## config.mk

```make
export PLATFORM = sky130hd
export DESIGN_NAME = rx_training_sequencer
export DESIGN_NICKNAME = d
export VERILOG_FILES = /design/src/rtl/rx_training_pkg.sv /design/src/rtl/rx_training_sequencer_os_match_counter.sv /design/src/rtl/rx_training_sequencer.sv
export SDC_FILE = /design/constraint.sdc
export NUM_CORES = 1
export LEC_CHECK = 0
export CORE_UTILIZATION = 35
export DETAILED_ROUTE_END_ITERATION = 16
export PLACE_DENSITY = 0.59
export REMOVE_ABC_BUFFERS = 1
export SLEW_MARGIN = 20
export SYNTH_ARGS = -nofsm -noshare
export SYNTH_HDL_FRONTEND = slang
export SYNTH_SLANG_ARGS = --single-unit
```

## constraint.sdc

```tcl
create_clock -name clk -period 2.7 [get_ports clk]
set_input_delay 0.675 -clock clk [delete_from_list [all_inputs] [get_ports clk]]
set_output_delay 0.675 -clock clk [all_outputs]
set_load 0.005 [all_outputs]
```

## src/rtl/rx_training_pkg.sv

```systemverilog
// Shared ordered-set codes and FSM state type for the lane receive training sequencer.
package rx_training_pkg;

  localparam logic [3:0] OS_SLOS1  = 4'd0;
  localparam logic [3:0] OS_SLOS2  = 4'd1;
  localparam logic [3:0] OS_TS1_G3 = 4'd2;
  localparam logic [3:0] OS_TS2_G3 = 4'd3;
  localparam logic [3:0] OS_TS1_G4 = 4'd4;
  localparam logic [3:0] OS_TS2_G4 = 4'd5;
  localparam logic [3:0] OS_TS3_G4 = 4'd6;
  localparam logic [3:0] OS_TS4_G4 = 4'd7;
  localparam logic [3:0] OS_DATA   = 4'd8;
  localparam logic [3:0] OS_NONE   = 4'd9;

  typedef enum logic [1:0] {
    ST_IDLE,
    ST_TRAIN,
    ST_DATA,
    ST_ERROR
  } rx_state_t;

  // Gen4 sequences live at codes 4..7, Gen2/3 at 0..3, so the base is just bit 2.
  function automatic logic [3:0] os_code(input logic gen4, input logic [1:0] stage);
    return {1'b0, gen4, stage};
  endfunction

endpackage

```

## src/rtl/rx_training_sequencer_os_match_counter.sv

```systemverilog
// Per-lane saturating counter of detections of the currently expected ordered set.
module os_match_counter #(
  parameter int OS_REQ_CNT = 2
) (
  input  logic       clk,
  input  logic       rst,
  input  logic [3:0] code,
  input  logic [3:0] expected,
  input  logic       clear,
  output logic       reached
);

  localparam logic [3:0] REQ = 4'(OS_REQ_CNT);

  logic [3:0] cnt_reg;

  always_ff @(posedge clk or posedge rst) begin
    if (rst) begin
      cnt_reg <= '0;
    end else if (clear) begin
      cnt_reg <= '0;
    end else if (code == expected && cnt_reg != REQ) begin
      cnt_reg <= cnt_reg + 4'd1;
    end
  end

  assign reached = (cnt_reg == REQ);

endmodule

```

## src/rtl/rx_training_sequencer.sv

```systemverilog
// Link-training sequencer: walks the receiver through four ordered-set stages,
// then switches it to transport data; aborts, times out per stage.
module rx_training_sequencer
  import rx_training_pkg::*;
#(
  parameter int OS_REQ_CNT     = 2,
  parameter int TIMEOUT_CYCLES = 1024,
  parameter int TMO_W          = 16
) (
  input  logic       clk,
  input  logic       rst,
  input  logic       start,
  input  logic       abort,
  input  logic       gen4,
  input  logic [3:0] os_in_l0,
  input  logic [3:0] os_in_l1,
  output logic [3:0] d_sel,
  output logic       lane_rx_on,
  output logic       data_os,
  output logic [1:0] stage,
  output logic       stage_done,
  output logic       training_done,
  output logic       timeout_err
);

  localparam int                 NUM_LANES = 2;
  localparam logic [TMO_W-1:0]   TMO_LAST  = TMO_W'(TIMEOUT_CYCLES - 1);

  rx_state_t        state_reg;
  logic             gen4_reg;
  logic [TMO_W-1:0] timer_reg;
  logic [3:0]       d_sel_reg;
  logic             lane_rx_on_reg;
  logic             data_os_reg;
  logic [1:0]       stage_reg;
  logic             stage_done_reg;
  logic             training_done_reg;
  logic             timeout_err_reg;

  logic [3:0]           lane_code [NUM_LANES];
  logic [NUM_LANES-1:0] lane_reached;
  logic [3:0]           expected;
  logic                 in_train;
  logic                 complete;
  logic                 tmo_hit;
  logic                 cnt_clear;

  assign lane_code[0] = os_in_l0;
  assign lane_code[1] = os_in_l1;

  assign expected  = os_code(gen4_reg, stage_reg);
  assign in_train  = (state_reg == ST_TRAIN);
  assign complete  = in_train && (&lane_reached);
  // Completion takes priority over a timeout landing on the same cycle.
  assign tmo_hit   = in_train && !complete && (timer_reg == TMO_LAST);
  // Counters only run in TRAIN, so holding them clear elsewhere keeps stage entry clean.
  assign cnt_clear = abort || !in_train || complete || tmo_hit;

  generate
    for (genvar gi = 0; gi < NUM_LANES; gi++) begin : g_lane
      os_match_counter #(
        .OS_REQ_CNT(OS_REQ_CNT)
      ) u_cnt (
        .clk     (clk),
        .rst     (rst),
        .code    (lane_code[gi]),
        .expected(expected),
        .clear   (cnt_clear),
        .reached (lane_reached[gi])
      );
    end
  endgenerate

  always_ff @(posedge clk or posedge rst) begin
    if (rst) begin
      state_reg         <= ST_IDLE;
      gen4_reg          <= 1'b0;
      timer_reg         <= '0;
      d_sel_reg         <= OS_NONE;
      lane_rx_on_reg    <= 1'b0;
      data_os_reg       <= 1'b0;
      stage_reg         <= 2'd0;
      stage_done_reg    <= 1'b0;
      training_done_reg <= 1'b0;
      timeout_err_reg   <= 1'b0;
    end else begin
      stage_done_reg <= 1'b0;
      if (abort) begin
        state_reg         <= ST_IDLE;
        gen4_reg          <= 1'b0;
        timer_reg         <= '0;
        d_sel_reg         <= OS_NONE;
        lane_rx_on_reg    <= 1'b0;
        data_os_reg       <= 1'b0;
        stage_reg         <= 2'd0;
        training_done_reg <= 1'b0;
        timeout_err_reg   <= 1'b0;
      end else begin
        case (state_reg)
          ST_IDLE, ST_ERROR: begin
            if (start) begin
              state_reg         <= ST_TRAIN;
              gen4_reg          <= gen4;
              timer_reg         <= '0;
              d_sel_reg         <= os_code(gen4, 2'd0);
              lane_rx_on_reg    <= 1'b1;
              data_os_reg       <= 1'b0;
              stage_reg         <= 2'd0;
              training_done_reg <= 1'b0;
              timeout_err_reg   <= 1'b0;
            end
          end
          ST_TRAIN: begin
            if (complete) begin
              stage_done_reg <= 1'b1;
              timer_reg      <= '0;
              if (stage_reg == 2'd3) begin
                state_reg         <= ST_DATA;
                d_sel_reg         <= OS_DATA;
                data_os_reg       <= 1'b1;
                training_done_reg <= 1'b1;
              end else begin
                stage_reg <= stage_reg + 2'd1;
                d_sel_reg <= os_code(gen4_reg, stage_reg + 2'd1);
              end
            end else if (tmo_hit) begin
              state_reg       <= ST_ERROR;
              timer_reg       <= '0;
              timeout_err_reg <= 1'b1;
              lane_rx_on_reg  <= 1'b0;
              d_sel_reg       <= OS_NONE;
            end else begin
              timer_reg <= timer_reg + 1'b1;
            end
          end
          default: begin
            // DATA holds its outputs until abort or reset.
          end
        endcase
      end
    end
  end

  assign d_sel         = d_sel_reg;
  assign lane_rx_on    = lane_rx_on_reg;
  assign data_os       = data_os_reg;
  assign stage         = stage_reg;
  assign stage_done    = stage_done_reg;
  assign training_done = training_done_reg;
  assign timeout_err   = timeout_err_reg;

endmodule

```

==> results.yml <==
outcome:
  status: "complete, no violations"
placed_design:
  dpl.hpwl_um: 3200
  place.gp.congestion: 0.7755
  portBuffers: 23
setup_path:
  crit_arrival_ns: 2.31
  rrSetupSlack_ns: 0.57
  r2r_cells: 6
  cp-end-kind: "register"
  crit_slowest_cell: "or3b_2"
  cpPeakStageDelay_ns: 0.50
  worst_setup_path_start_kind: "register"
  critical_path_required_ns: 2.88
  crit_type: "reg2reg"
  path_delay_family: "compound AO/OA/AOI/OAI gates"
  path_common_cell: "o21ai_2"
  crit_cells: 6
  crit_fanout: 10
  crit_chain: "inv_1 > ha_1 > or3b_2 > o21ai_2 > o21ai_2 > a311o_1"
  cp_num_buf_inv: 1
grt:
  track_usage: 0.1645
  grt_pass1_vias: 1614
  grt_antenna_before_repair: 0
  grt_pass1_wl_um: 7672
  grt_overflow_total: 0
  grt_max_degree: 38
detailed_routing:
  wl_per_cell_um: 13.38
  num_vias: 1635
  drt-vias-per-instance: 5.093
  ant_nets: 0
  drt-initial-drc-count: 40
  drc: 0
  drt_wl_total_um: 4296
  first_pass_iters: 4
yosys:
  synthSimpleGateAreaFrac: 0.2344
  synth-compound-area-share: 0.1509
  synth_edf_count: 0
  synth_top_family_by_area: "simple AND/OR/NAND/NOR gates"
  synth_xor_area_frac: 0.06983
  synth_area_um2: 2007
  synth-adder-area-share: 0.04364
  ys_async_sr_fraction: 1.000
  syn_avg_cell_area_um2: 9.249
  yosys_warnings: 0
  synth_ff_type: "dfrtp_1"
  synth.mux.area_fraction: 0.004988
  netlist_instances: 217
  ys_types: 39
  synth-seq-cells: 37
  yosysSeqAreaShare: 0.4626
floorplanning:
  core_area_um2: 5507
  row_count: 27
  start_util: 0.3645
  die_area_um2: 6041
  die_h_um: 77.73
  io_pins: 24
  die_x_um: 77.73
cells_and_area:
  drive_gt1_frac: 0.09639
  area_delta_synth_final_pct: 21.38
  nets: 268
  final.fill_count: 534
  multiInputGateArea_um2: 1011
  fin_util: 0.4424
  seqCellArea_um2: 928.4
  largest_reg_flops: 16
  antenna_cells: 0
clock_network:
  h-tree-depth: 2
  path_clk_slew_ns: 0.08
  insertion_delay_ns: 0.29
  cts_setup_buffers: 0
  root_buffer: "clkbuf_8"
  holdBufCountCts: 0
  ctsResizeCount: 0
  clk_path_buf_depth: 2
  clock_sinks: 37
  cts_tree: "yes"
  cts_buffers: 5
sta:
  fmax_ghz: 0.4686
  skew_ns: 0.009419
  max_slew.worst_pin.slew_ns: 0.4871
  hold_viol: 0
  fin_tns_setup_ns: 0
  maxSlewHeadroom: 0.6752
  setup_violations: 0
  holdWs_ns: 0.4842
  min_period_ns: 2.134
  rsz0062_at_grt: "no"
  fin_crit_sh: 0.7904
  slew_violations: 0
min_path:
  holdPathStages: 2
  hp-class: "reg2reg"
power:
  p_switching_uw: 582.3
  pwr-share-comb: 0.358
  vdd_ir_drop_max_mv: 0.5349
  switching_share: 0.3570
  p_seq_frac: 0.409
  clockPowerShare: 0.233
  power_density_nw_per_um2: 669.6
  p_int_uw: 1049
  leakage_uw: 0.0009955
run:
  max_cap_violations: 0
==> layout by cell type, fill, tap and decap left out, drive strengths merged <==
cell type,netlist,final
dfrtp,35,35
nand2,25,25
clkdlybuf4s50,0,23
nor2,19,19
a21oi,17,17
o21ai,17,17
nand3,11,11
xor2,9,9
buf,6,9
xnor2,7,7
inv,7,7
ha,7,7
nand4,6,6
or3,6,6
clkbuf,2,6
o31ai,5,5
nand2b,4,4
nor3b,3,3
and4,3,3
a31oi,3,3
and2,2,2
nor2b,2,2
a21o,2,2
or3b,2,2
or2,2,2
nor4,2,2
a211oi,2,2
clkinv,0,2
dfstp,2,2
nand4b,1,1
and3,1,1
nor4bb,1,1
a32o,1,1
o32a,1,1
o2bb2ai,1,1
mux2i,1,1
nor4b,1,1
a311o,1,1
==> layer usage <==
layer	global-route usage	vias up	share of wire
met4	0.05660	0	0.016
met5	0	-	0
met3	0.03882	5	0.021
li1	-	826	-
met2	0.2504	16	0.46
met1	0.2274	788	0.51
==> cell usage after synthesis, types with 2 or more instances <==
master / number / area, µm²
a211oi_1: 2 / 15.01
a21o_1: 2 / 15.01
a21oi_1: 17 / 85.08
a31oi_1: 3 / 18.77
and2_1: 2 / 12.51
and4_1: 3 / 26.28
buf_2: 5 / 25.02
dfrtp_1: 35 / 875.8
dfstp_2: 2 / 52.55
ha_1: 7 / 87.58
inv_1: 7 / 26.28
nand2_1: 25 / 93.84
nand2b_1: 4 / 25.02
nand3_1: 11 / 55.05
nand4_1: 6 / 37.54
nor2_1: 19 / 71.32
nor2b_1: 2 / 12.51
nor3b_1: 3 / 22.52
nor4_1: 2 / 12.51
o21ai_0: 15 / 75.07
o21ai_2: 2 / 17.52
o31ai_1: 5 / 37.54
or2_2: 2 / 12.51
or3_1: 6 / 37.54
or3b_2: 2 / 17.52
xnor2_1: 7 / 61.31
xor2_1: 9 / 78.83
==> power groups by stage <==
stage	clock network [µW]	registers [µW]	logic, µW
detailed placement	0	678	588
CTS	390	668	590
floorplan	0	672	349
global placement	0	677	582
global route	411	679	661
finish	381	667	584
==> logic make-up after synthesis <==
group / after synthesis
adder cells (fa/ha/maj): 7
multiplexers: 1
XOR/XNOR: 16
buffers and inverters: 15
flip-flops: 37
AND/OR/NAND/NOR: 91
AO/OA/AOI/OAI: 50
==> area by class of cell <==
class	instances	area share
Multi-Input combinational cell	165	0.4150
Sequential cell	37	0.3811
Clock inverter	2	0.004109
Inverter	7	0.01079
Timing Repair Buffer	32	0.1222
Clock buffer	6	0.02979
Tap cell	72	0.03698
==> stage by stage <==
step                      std cells  area [µm²]  total power [µW]  setup WS (ns)
after floorplan                 209        1966              1020         0.5848
after global placement          313        2354              1259         0.3592
after detailed placement        313        2354              1266         0.3286
after CTS                       321        2436              1647         0.5470
after global routing            321        2436              1751         0.4467
final                           321        2436              1631         0.5658
==> worst min-delay path: cells and delay by family, from the launching register on <==
family	cells	cell delay, ns
AOI/OAI and AO/OA	1	0.07
DFF	1	0.37
and+or+nand+nor	1	0.04
==> worst paths after layout <==
| kind | end | startpoint |
|---|---|---|
| max in group asynchronous | d_sel[3] | rst |
| min in group asynchronous | timer_reg[15] | rst |
| worst max register to register | timer_reg[7] | g_lane[0].u_cnt.cnt_reg[0] |
| worst min register to register | d_sel[0] | d_sel[0] |
| worst max-delay path | timer_reg[7] | g_lane[0].u_cnt.cnt_reg[0] |
| worst min-delay path | d_sel[0] | d_sel[0] |
Note: power is estimated with default switching activity, not from simulation.
